[src/rtl/p405s_timer_status_unit_if.sv]
// p405s_timer_status_unit_if: SPR write bus into the timer status register unit.
interface p405s_timer_status_unit_if #(parameter int TSR_W = 6);
  logic PCL_mtSPR;
  logic PCL_sprHold;
  logic timerSetStatDcd;
  logic timerRstStatDcd;
  logic [0:TSR_W-1] EXE_sprDataBus;
  modport master(output PCL_mtSPR, PCL_sprHold, timerSetStatDcd, timerRstStatDcd, EXE_sprDataBus);
  modport slave(input PCL_mtSPR, PCL_sprHold, timerSetStatDcd, timerRstStatDcd, EXE_sprDataBus);
endinterface

[src/rtl/p405s_timer_status_unit.sv]
// p405s_timer_status_unit: TSR with W1S/W1C access, watchdog state machine and interrupt/reset requests.
module p405s_timer_status_unit #(
  parameter int NUM_CH = 2,
  parameter logic [1:0] WRS_RST = 2'b00,
  parameter int TSR_W = 4 + NUM_CH
) (
  input  logic                  CB,
  input  logic                  resetCore,
  p405s_timer_status_unit_if.slave spr,
  input  logic                  wdPulse,
  input  logic                  wdIntEn,
  input  logic [0:1]            wdRstCtl,
  input  logic [0:NUM_CH-1]     chSetPulse,
  input  logic [0:NUM_CH-1]     chIntEn,
  output logic [0:TSR_W-1]      tsrL2,
  output logic                  wdIntReq,
  output logic [0:NUM_CH-1]     chIntReq,
  output logic                  wdRstReq,
  output logic [0:1]            wdRstType
);
  typedef enum logic [1:0] {WD_IDLE = 2'b00, WD_WIS = 2'b01, WD_ENW = 2'b10, WD_EXP = 2'b11} wd_state_t;
  wd_state_t wd_state;
  logic sw_wr, rst_fired, fire;
  logic [0:1] wd_set;
  logic [0:TSR_W-1] sw_val, tsr_nxt;
  // Watchdog state lives in the ENW/WIS bits themselves, taken before this cycle's write.
  assign wd_state = wd_state_t'({tsrL2[0], tsrL2[1]});
  assign sw_wr = spr.PCL_mtSPR & ~spr.PCL_sprHold & (spr.timerSetStatDcd | spr.timerRstStatDcd);
  assign sw_val = !sw_wr ? tsrL2 :
                  spr.timerRstStatDcd ? tsrL2 & ~spr.EXE_sprDataBus : tsrL2 | spr.EXE_sprDataBus;
  always_comb begin
    wd_set = 2'b00;
    fire = 1'b0;
    if (wdPulse) begin
      wd_set = (wd_state == WD_IDLE || wd_state == WD_WIS) ? 2'b10 : wd_state == WD_ENW ? 2'b01 : 2'b00;
      fire = wd_state == WD_EXP && wdRstCtl != 2'b00 && !rst_fired;
    end
    tsr_nxt = sw_val;
    tsr_nxt[0:1] = tsr_nxt[0:1] | wd_set;
    tsr_nxt[4:TSR_W-1] = tsr_nxt[4:TSR_W-1] | chSetPulse;
    if (fire) tsr_nxt[2:3] = wdRstCtl;
  end
  always_ff @(posedge CB) begin
    if (resetCore) begin
      tsrL2 <= {2'b00, WRS_RST, {NUM_CH{1'b0}}};
      wdRstReq <= 1'b0;
      wdRstType <= 2'b00;
      rst_fired <= 1'b0;
    end else begin
      tsrL2 <= tsr_nxt;
      wdRstReq <= fire;
      if (fire) wdRstType <= wdRstCtl;
      rst_fired <= rst_fired | fire;
    end
  end
  assign wdIntReq = tsrL2[1] & wdIntEn;
  assign chIntReq = tsrL2[4:TSR_W-1] & chIntEn;
endmodule
[src/flat_wrapper.sv]
// flat-port wrapper written by rule: the top's interface ports become plain ports
module p405s_timer_status_unit_flat 
#(
  parameter int NUM_CH = 2,
  parameter logic [1:0] WRS_RST = 2'b00,
  parameter int TSR_W = 4 + NUM_CH
)
  (CB, resetCore, wdPulse, wdIntEn, wdRstCtl, chSetPulse, chIntEn, tsrL2, wdIntReq, chIntReq, wdRstReq, wdRstType, spr_PCL_mtSPR, spr_PCL_sprHold, spr_timerSetStatDcd, spr_timerRstStatDcd, spr_EXE_sprDataBus);
  p405s_timer_status_unit_if #(.TSR_W(TSR_W)) spr_i ();
  input  logic CB;
  input  logic resetCore;
  input  logic wdPulse;
  input  logic wdIntEn;
  input  logic [0:1] wdRstCtl;
  input  logic [0:NUM_CH-1] chSetPulse;
  input  logic [0:NUM_CH-1] chIntEn;
  output logic [0:TSR_W-1] tsrL2;
  output logic wdIntReq;
  output logic [0:NUM_CH-1] chIntReq;
  output logic wdRstReq;
  output logic [0:1] wdRstType;
  input wire logic [$bits(spr_i.PCL_mtSPR)-1:0] spr_PCL_mtSPR;
  input wire logic [$bits(spr_i.PCL_sprHold)-1:0] spr_PCL_sprHold;
  input wire logic [$bits(spr_i.timerSetStatDcd)-1:0] spr_timerSetStatDcd;
  input wire logic [$bits(spr_i.timerRstStatDcd)-1:0] spr_timerRstStatDcd;
  input wire logic [$bits(spr_i.EXE_sprDataBus)-1:0] spr_EXE_sprDataBus;
  assign spr_i.PCL_mtSPR = spr_PCL_mtSPR;
  assign spr_i.PCL_sprHold = spr_PCL_sprHold;
  assign spr_i.timerSetStatDcd = spr_timerSetStatDcd;
  assign spr_i.timerRstStatDcd = spr_timerRstStatDcd;
  assign spr_i.EXE_sprDataBus = spr_EXE_sprDataBus;
  p405s_timer_status_unit #(.NUM_CH(NUM_CH), .WRS_RST(WRS_RST), .TSR_W(TSR_W)) u_core (.CB(CB), .resetCore(resetCore), .spr(spr_i), .wdPulse(wdPulse), .wdIntEn(wdIntEn), .wdRstCtl(wdRstCtl), .chSetPulse(chSetPulse), .chIntEn(chIntEn), .tsrL2(tsrL2), .wdIntReq(wdIntReq), .chIntReq(chIntReq), .wdRstReq(wdRstReq), .wdRstType(wdRstType));
endmodule
[config.mk]
export PLATFORM = sky130hd
export DESIGN_NAME = p405s_timer_status_unit_flat
export DESIGN_NICKNAME = d
export VERILOG_FILES = /design/src/rtl/p405s_timer_status_unit_if.sv /design/src/rtl/p405s_timer_status_unit.sv /design/src/flat_wrapper.sv
export SDC_FILE = /design/constraint.sdc
export NUM_CORES = 1
export LEC_CHECK = 0
export CAP_MARGIN = 20
export CORE_MARGIN = 1
export CORE_UTILIZATION = 37
export CTS_CLUSTER_SIZE = 16
export DETAILED_ROUTE_END_ITERATION = 16
export PLACE_DENSITY = 0.89
export SETUP_SLACK_MARGIN = 0.05
export SLEW_MARGIN = 20
export SYNTH_ARGS = -nofsm -noshare
export SYNTH_HDL_FRONTEND = slang
export SYNTH_SLANG_ARGS = --single-unit
[constraint.sdc]
create_clock -name CB -period 2.2 [get_ports CB]
set_clock_uncertainty 0.05 [all_clocks]
set_input_delay 0.22 -clock CB [delete_from_list [all_inputs] [get_ports CB]]
set_output_delay 0.22 -clock CB [all_outputs]
set_load 0.01 [all_outputs]
After elaboration in Yosys (flattened, before gate mapping)
Cells that the tools add are included.

Add/sub/neg operators: 0. $mul: 0. Div/mod/pow operators: 0. Magnitude comparators: 0. Equality and inequality tests: 3. Shift operators: 0. Muxes and demuxes: 7. Bitwise gates (word level): 12. Reductions and logical operators: 7.

Operator list (count): $mux 6 (2); $and 6x6->6 (1); $mux 2 (3); $not 6->6 (1); $or 6x6->6 (1); $eq 2x2->1 const B (2); $or 2x2->2 (2); $reduce_bool 2->1 (2); $and 1x1->1 (3); $and 2x2->2 (1); $eq 2x1->1 const B (1); $logic_and 1x1->1 (2); $logic_not 2->1 (1); $mux 1 (2); $or 1x1->1 (2); $logic_not 1->1 (1); $logic_or 1x1->1 (1); $not 1->1 (1).

Flip-flop bits (word level): 10. Latch bits: 0. Memory bits (writable): 0. ROM bits: 0. Input port bits: 20. Output and inout bits: 12. Word-level logic and storage cells: 34. Memories: 0.

Longest topological paths before layout
Gate-level depths: netlist of the first run.

Depth in word-level cells: 5. Depth in mapped cells: 4. Gate-level depth less buffers: 3.

Worst setup path before layout of the first run
No wires, ideal clock.

Path kind: input port to flip-flop. Start point: input spr_PCL_sprHold. End point: register u_core.tsrL2[2] in the netlist's numbering. Setup time: 0.091 ns. Arrival: 1.050 ns. Data required time: 2.059 ns. Setup slack: 1.009 ns. Stages: 4. Path buffers: 1. Cell sequence: nand2b_4 > buf_6 > a2111o_1 > a311oi_1.

Word-level cells in the longest chain between the ends: 4.

RTL lines: start: declaration (line flat_wrapper.sv:23) `input wire logic [$bits(spr_i.PCL_sprHold)-1:0] spr_PCL_sprHold;`; $not 1->1 (line p405s_timer_status_unit.sv:28) `assign sw_wr = spr.PCL_mtSPR & ~spr.PCL_sprHold & (spr.timerSetStatDcd | spr.timerRstStatDcd);`; $and 1x1->1 (2 in series) (line p405s_timer_status_unit.sv:28); $reduce_bool 2->1 (no source line); end signal: assignment (line p405s_timer_status_unit.sv:45) `tsrL2 <= {2'b00, WRS_RST, {NUM_CH{1'b0}}};`; end signal: assignment (line p405s_timer_status_unit.sv:50) `tsrL2 <= tsr_nxt;`; end: declaration (line p405s_timer_status_unit.sv:15) `output logic [0:TSR_W-1] tsrL2,`.

Every way passes these cells. A chain may end at the register's enable or synchronous reset.

Worst setup path in the final report of the first run
Start point: input chIntEn[0] in the netlist's numbering. End point: output chIntReq[0] in the netlist's numbering.

Word-level cells in the longest chain between the ends: 1.

RTL lines: start: declaration (line flat_wrapper.sv:16) `input logic [0:NUM_CH-1] chIntEn;`; $and 2x2->2 (line p405s_timer_status_unit.sv:57) `assign chIntReq = tsrL2[4:TSR_W-1] & chIntEn;`; end: declaration (line flat_wrapper.sv:19) `output logic [0:NUM_CH-1] chIntReq;`.

Every way passes these cells.

==> metrics.log, run 1 <==
[metrics] CTS tree: yes
[metrics] hold path depth: 2
[metrics] antenna violations before repair: 0
[metrics] count of cells along the worst register-to-register path: 3
[metrics] synthesis-to-layout area growth: 68.6%
[metrics] required time worst endpoint: approximately 1900 ps
[metrics] post-layout minimum cycle time: between 1500 and 2000 ps
[metrics] transition time of the tightest slew-check pin: 515 ps
[metrics] total area of sequential cells: roughly 200 um^2
[metrics] number of register bits inferred by synthesis: 10
[metrics] worst reg2reg startpoint: u_core.tsrL2[1]
[metrics] Die Footprint: about 1500 um^2
[metrics] Vias: approximately 570
[metrics] result of the run: completed
[metrics] total routed wirelength: ~1300 um
[metrics] per-cell via count in the routed design: 5.30
[metrics] startpoint of the most critical hold path: u_core.rst_fired
[metrics] first-pass GRT wire length: between 2000 and 2500 um
[metrics] Initial Util: 0.397
[metrics] path type of the worst min-delay path: reg -> reg
[metrics] placement-stage worst setup slack: roughly 510 ps
[metrics] prevailing post-synth register cell: dfxtp_1
[metrics] die width: 39.1 um
[metrics] wire length per cell after detailed routing: 12.3 um
[metrics] area inside the core boundary: between 1000 and 1500 um^2
[metrics] proportion of register bits with asynchronous set or reset after synthesis: 0
[metrics] global-route total usage across every layer: 0.197
[metrics] setup violators final: 0
[metrics] sum of negative setup slack: 0 ps
[metrics] count of max-cap constraint violations: 0
[metrics] maximum fanout encountered on the critical timing path: 1
[metrics] top-count cell post-synth: dfxtp_1
[metrics] Synth area leaders: dfxtp_1 (39%), o31ai_1 (5.9%), a21oi_1 (4.9%)
[metrics] clock buffers created by TritonCTS: 3
[metrics] largest net degree at the start of global routing: 11
[metrics] 1st-iter DRT viols: 8
[metrics] area leader, netlist: dfxtp_1
[metrics] final net count: 114
[metrics] clock-pin slew on the worst setup and hold paths: 70 ps
[metrics] fmax: around 0.6 GHz
[metrics] count of H-tree levels built during CTS: 1
[metrics] quantity of I/O buffers inserted on ports: 31
[metrics] Root Buffer Master: clkbuf_4
[metrics] number of distinct standard cells referenced by the synthesized netlist: 22
[metrics] mean instance size in the synthesized netlist: about 8.5 um^2
[metrics] kind of launch point of the worst setup path: input pin
[metrics] DR pass1 iterations: 4
[metrics] Remaining Overflow, GRT: 0
[metrics] top-area cell type share of the netlist area: 0.392
[metrics] Static Leakage: around 0.32 nW
[metrics] fin worst setup slack: between 500 and 600 ps
[metrics] Filler cells: 112
[metrics] EDFF count, synth: 0
[metrics] netlist area before placement: approximately 500 um^2
[metrics] post-detailed-route count of antenna-violating nets: 0
[metrics] Final Max Slew Viols: 0
[metrics] final hold viol count: 0
[metrics] sequential-to-total area share from yosys stat: 0.392
[metrics] Post-CTS Setup Bufs: 0
[metrics] # rows: 13
[metrics] largest voltage drop on the vdd net: roughly 0.45 mV
[metrics] via count of the first global-routing pass: between 400 and 500
[metrics] Syn Inst Count: 60
[metrics] CTS Hold Buffers Added: 0
[metrics] Setup crit end kind: primary output
[metrics] worst max-slew margin expressed relative to the limit: 0.653
[metrics] residual DRC count: 0
[metrics] die height: slightly below 40 um
[metrics] number of instances resized during post-cts repair: 0
[metrics] Placer Congestion: about 0.74
[metrics] Cell Pwr Density: roughly 540 nW/um^2
[metrics] Ys Warns: 0
[metrics] number of I/O pins: 32
[metrics] list of most frequent post-synthesis cells: dfxtp_1 (10), inv_1 (6), a21oi_1 (5), nor2_1 (5), o21ai_0 (5)
[metrics] data arrival time of the worst path: ~1400 ps
[metrics] critical path type: in -> out
[metrics] Worst Setup SP: chIntEn[0]
[metrics] setup repair after global routing missed its margin: false
[metrics] CTS sink cnt: 10
[metrics] Synthesized Nets: 80
[metrics] Diodes inserted: 0
[metrics] CTS max path bufs: 2
[metrics] Clock Latency Late Sink: 270 ps
[metrics] Final period util: 0.741
[metrics] fraction of layout instances using a drive strength above 1: 0.0645
[metrics] detailed-placement wirelength estimate: 1090 um
[metrics] area taken by multi-input logic gates: 273 um^2
[area by class of cell]
type,instances,share of cell area
Clock buffer,4,0.0422
Tap cell,15,0.0218
Inverter,6,0.0262
Timing Repair Buffer,31,0.360
Sequential cell,10,0.233
Multi-Input combinational cell,42,0.317
[worst paths after layout]
kind | slack [ps] | end
max reg2reg | 910 | u_core.tsrL2[2]
min | 420 | u_core.rst_fired
max | 570 | chIntReq[0]
min reg2reg | 420 | u_core.rst_fired
[layout by cell type (no fill, tap or decap)]
master,Yosys,final
nand2b_4,1,1
inv_1,6,6
nor3_1,2,2
a31oi_1,2,2
clkbuf_8,0,1
a2111o_1,2,2
nand3b_1,1,1
o31ai_1,4,4
nand4_1,2,2
nand2_1,2,2
clkdlybuf4s50_1,0,31
a41oi_1,2,2
and2_1,3,3
and4b_1,1,1
clkbuf_4,0,3
dfxtp_1,10,10
nor2_1,5,5
a21oi_1,5,5
nand2b_1,1,1
and2b_2,1,1
nand4b_1,1,1
o21ai_0,5,5
a311oi_1,2,2
[routing by layer]
metal	vias to the layer above	global-route usage	routed length [um]
li1	291	-	-
met1	254	0.220	574
met2	25	0.342	631
met3	2	0.0462	102
met4	0	0.103	22
met5	-	0	0
[critical path, cell delays in order]
cell             delay [ps]
clkdlybuf4s50_1         460
and2_1                  140
clkdlybuf4s50_1         550
[power by group]
group / switching [mW] / internal (mW)
Sequential: 0.00797 / 0.190
Clock: 0.0672 / 0.101
Combinational: 0.0377 / 0.0623
[logic make-up after synthesis]
logic type | after synthesis | share of synthesized area
buf+inv | 8 | 0.0735
flops | 10 | 0.392
compound gates | 22 | 0.294
simple gates | 20 | 0.240
[per-stage QoR]
| step | util | hold slack (ps) | cells | area (um^2) | power (mW) |
|---|---|---|---|---|---|
| after floorplan | - | 306 | 60 | 510 | 0.237 |
| after global placement | 0.642 | 389 | 104 | 825 | 0.299 |
| after detailed placement | 0.642 | 411 | 104 | 825 | 0.302 |
| after CTS | 0.670 | 422 | 108 | 861 | 0.469 |
| after global routing | 0.670 | 439 | 108 | 861 | 0.486 |
| final | 0.670 | 423 | 108 | 861 | 0.465 |
[registers in the layout (all words and copies together), names as in the netlist]
signal,count
u_core.rst_fired,1
u_core.tsrL2,6
u_core.wdRstReq,1
u_core.wdRstType,2
Power figures use the tool's default switching activity.
==> run 2: changes to the inputs <==
- CORE_UTILIZATION: 37 -> 34
- PLACE_DENSITY: 0.89 -> 0.83
- clock period: 2.2 -> 1.51 ns (I/O delays scaled with it)
==> run 2 against run 1 <==
Register-to-register slack worse by 670 ps. Combinational power rose by 52%. Sequential share of layout area shrank 0.74 points. Critical path depth is 2 lower. Via count rose by 4.9%. Total power up 48%. Global-route usage is 1.5 points lower. Sequential cell count unchanged. Worst hold slack lost 22 ps. Critical path type is now reg -> out. Largest power group unchanged. Highest routed layer unchanged.
==> metrics.log, run 2 (same netlist as run 1, synthesis figures left out) <==
[metrics] kind of launch point of the worst setup path: flip-flop
[metrics] CTS tree: yes
[metrics] Largest regs: u_core.tsrL2: 6 flops, u_core.wdRstType: 2 flops
[metrics] total routed wirelength: between 1000 and 1500 um
[metrics] Root Buffer Master: clkbuf_4
[metrics] total met3 wirelength after detailed routing: a little under 80 um
[metrics] via count of the first global-routing pass: a little under 500
[metrics] residual DRC count: 0
[metrics] CTS max path bufs: 2
[metrics] worst max-slew margin expressed relative to the limit: 0.689
[metrics] Final period util: 0.913
[metrics] maximum fanout encountered on the critical timing path: 3
[metrics] setup repair after global routing missed its margin: false
[metrics] Diodes inserted: 0
[metrics] final hold viol count: 0
[metrics] post-detailed-route count of antenna-violating nets: 0
[metrics] transition time of the tightest slew-check pin: roughly 460 ps
[metrics] Die Footprint: 1660 um^2
[metrics] most flop-heavy register: u_core.tsrL2
[metrics] die width: around 40 um
[metrics] total power of the final layout: roughly 700 uW
[metrics] worst reg2reg startpoint: u_core.tsrL2[0]
[metrics] number of I/O pins: 32
[metrics] reg-to-reg setup timing slack: roughly 240 ps
[metrics] first-pass GRT wire length: between 2000 and 2500 um
[metrics] per-cell via count in the routed design: approximately 5.4
[metrics] area inside the core boundary: approximately 1400 um^2
[metrics] antenna violations before repair: 0
[metrics] slowest stage delay, CP: 550 ps
[metrics] synthesis-to-layout area growth: 75.2%
[metrics] CTS Hold Buffers Added: 0
[metrics] startpoint of the most critical hold path: u_core.rst_fired
[metrics] routed length on met2: between 600 and 700 um
[metrics] 1st-iter DRT viols: 6
[metrics] part of the power in the clock network: 0.360
[metrics] net switching component of the power: between 150 and 200 uW
[metrics] Vias: 600
[metrics] setup violators final: 0
[metrics] Static Leakage: around 0.38 nW
[metrics] Placer Congestion: roughly 0.75
[metrics] required time worst endpoint: ~1300 ps
[metrics] Final Max Slew Viols: 0
[metrics] clock buffers created by TritonCTS: 3
[metrics] Hold WS: between 400 and 500 ps
[metrics] max FFs per register: 6
[metrics] Filler cells: roughly 110
[metrics] fraction of layout instances using a drive strength above 1: 0.113
[metrics] result of the run: completed
[metrics] largest voltage drop on the vdd net: about 0.52 mV
[metrics] global-route total usage across every layer: 0.183
[metrics] uppermost signal routing layer after detailed routing: met4
[metrics] Post-CTS Setup Bufs: 0
[metrics] Cell Pwr Density: around 770 nW/um^2
[metrics] CTS sink cnt: 10
[metrics] Worst path top cell family by delay: buffers and inverters
[metrics] count of max-cap constraint violations: 0
[metrics] largest net degree at the start of global routing: 11
[metrics] Worst Setup SP: u_core.tsrL2[2]
[metrics] leading cell type in the layout, fill and taps excluded: clkdlybuf4s50_1
[metrics] wire length per cell after detailed routing: 12.0 um
[metrics] Setup crit end kind: primary output
[metrics] commonest cells after routing, fill and taps aside: clkdlybuf4s50_1 (27), dfxtp_1 (9), inv_1 (6)
[metrics] quantity of I/O buffers inserted on ports: 31
[metrics] number of instances resized during post-cts repair: 3
[metrics] internal power contribution: 517 uW
[metrics] fmax: about 0.73 GHz
[metrics] Remaining Overflow, GRT: 0
[metrics] final net count: ~120
[metrics] sequential power share: 0.419
[metrics] path type of the worst min-delay path: reg -> reg
[metrics] switching power as a share of total power: 0.246
[metrics] critical path type: reg -> out
[metrics] Initial Util: 0.378
[metrics] detailed-placement wirelength estimate: between 1000 and 1500 um
[metrics] master of the slowest instance on the critical path: clkdlybuf4s50_1
[metrics] share of power burned in combinational logic: 0.221
[metrics] clock-pin slew on the worst setup and hold paths: ~70 ps
[metrics] count of H-tree levels built during CTS: 1
[metrics] DR pass1 iterations: 4
[metrics] total buffers and inverters traversed by the critical path: 1
[metrics] post-layout minimum cycle time: 1380 ps
[metrics] Clock Latency Late Sink: about 260 ps
[metrics] routed metal-1 wire length: between 600 and 700 um
[metrics] data arrival time of the worst path: 1180 ps
[metrics] Cell Chain, Critical Path: clkdlybuf4s50_1
[metrics] die height: roughly 41 um
[metrics] # rows: 13
-- run 2: cell count changes in the layout (fill, tap and decap cells not counted), sizes merged --
| cell | before | now |
|---|---|---|
| buf | 0 | 4 |
| clkdlybuf4s50 | 31 | 27 |
| dlygate4sd2 | 0 | 2 |
| dlymetal6s2s | 0 | 2 |
-- run 2: final timing paths --
path                      endpoint  cells after the start
hold reg to reg   u_core.rst_fired                      2
hold / removal    u_core.rst_fired                      2
setup reg to reg   u_core.tsrL2[3]                      3
setup / recovery          tsrL2[2]                      1
-- run 2: per-layer routing --
metal / up-vias / global-route usage
met3: 2 / 0.0598
met1: 277 / 0.248
met5: - / 0
met2: 21 / 0.258
met4: 0 / 0.0833
li1: 300 / -
-- run 2: layout make-up --
class	count	area [um^2]	share of cell area
repair buffers	35	343	0.383
clock buffers	4	36.3	0.0406
inverters	6	22.5	0.0252
flip-flops and latches	10	201	0.225
well taps	15	18.8	0.0210
multi-input cells	42	273	0.305
-- run 2: power by group through the flow --
stage,clock network [mW],registers (mW),logic (mW)
2_1_floorplan,0,0.297,0.0477
3_3_place_gp,0,0.293,0.151
3_5_place_dp,0,0.293,0.154
4_1_cts,0.250,0.288,0.153
5_1_grt,0.263,0.290,0.165
6_report,0.247,0.288,0.152
-- run 2: metrics by stage --
step	std cells	area, um^2	worst slack (ps)	utilization	TNS, ps
2_1_floorplan	60	510	367	-	0
6_report	112	895	131	0.663	0
5_1_grt	112	895	91.3	0.663	0
3_5_place_dp	108	855	-25.8	0.633	-26.7
4_1_cts	112	890	19.8	0.659	0
3_3_place_gp	108	855	19.1	0.633	0
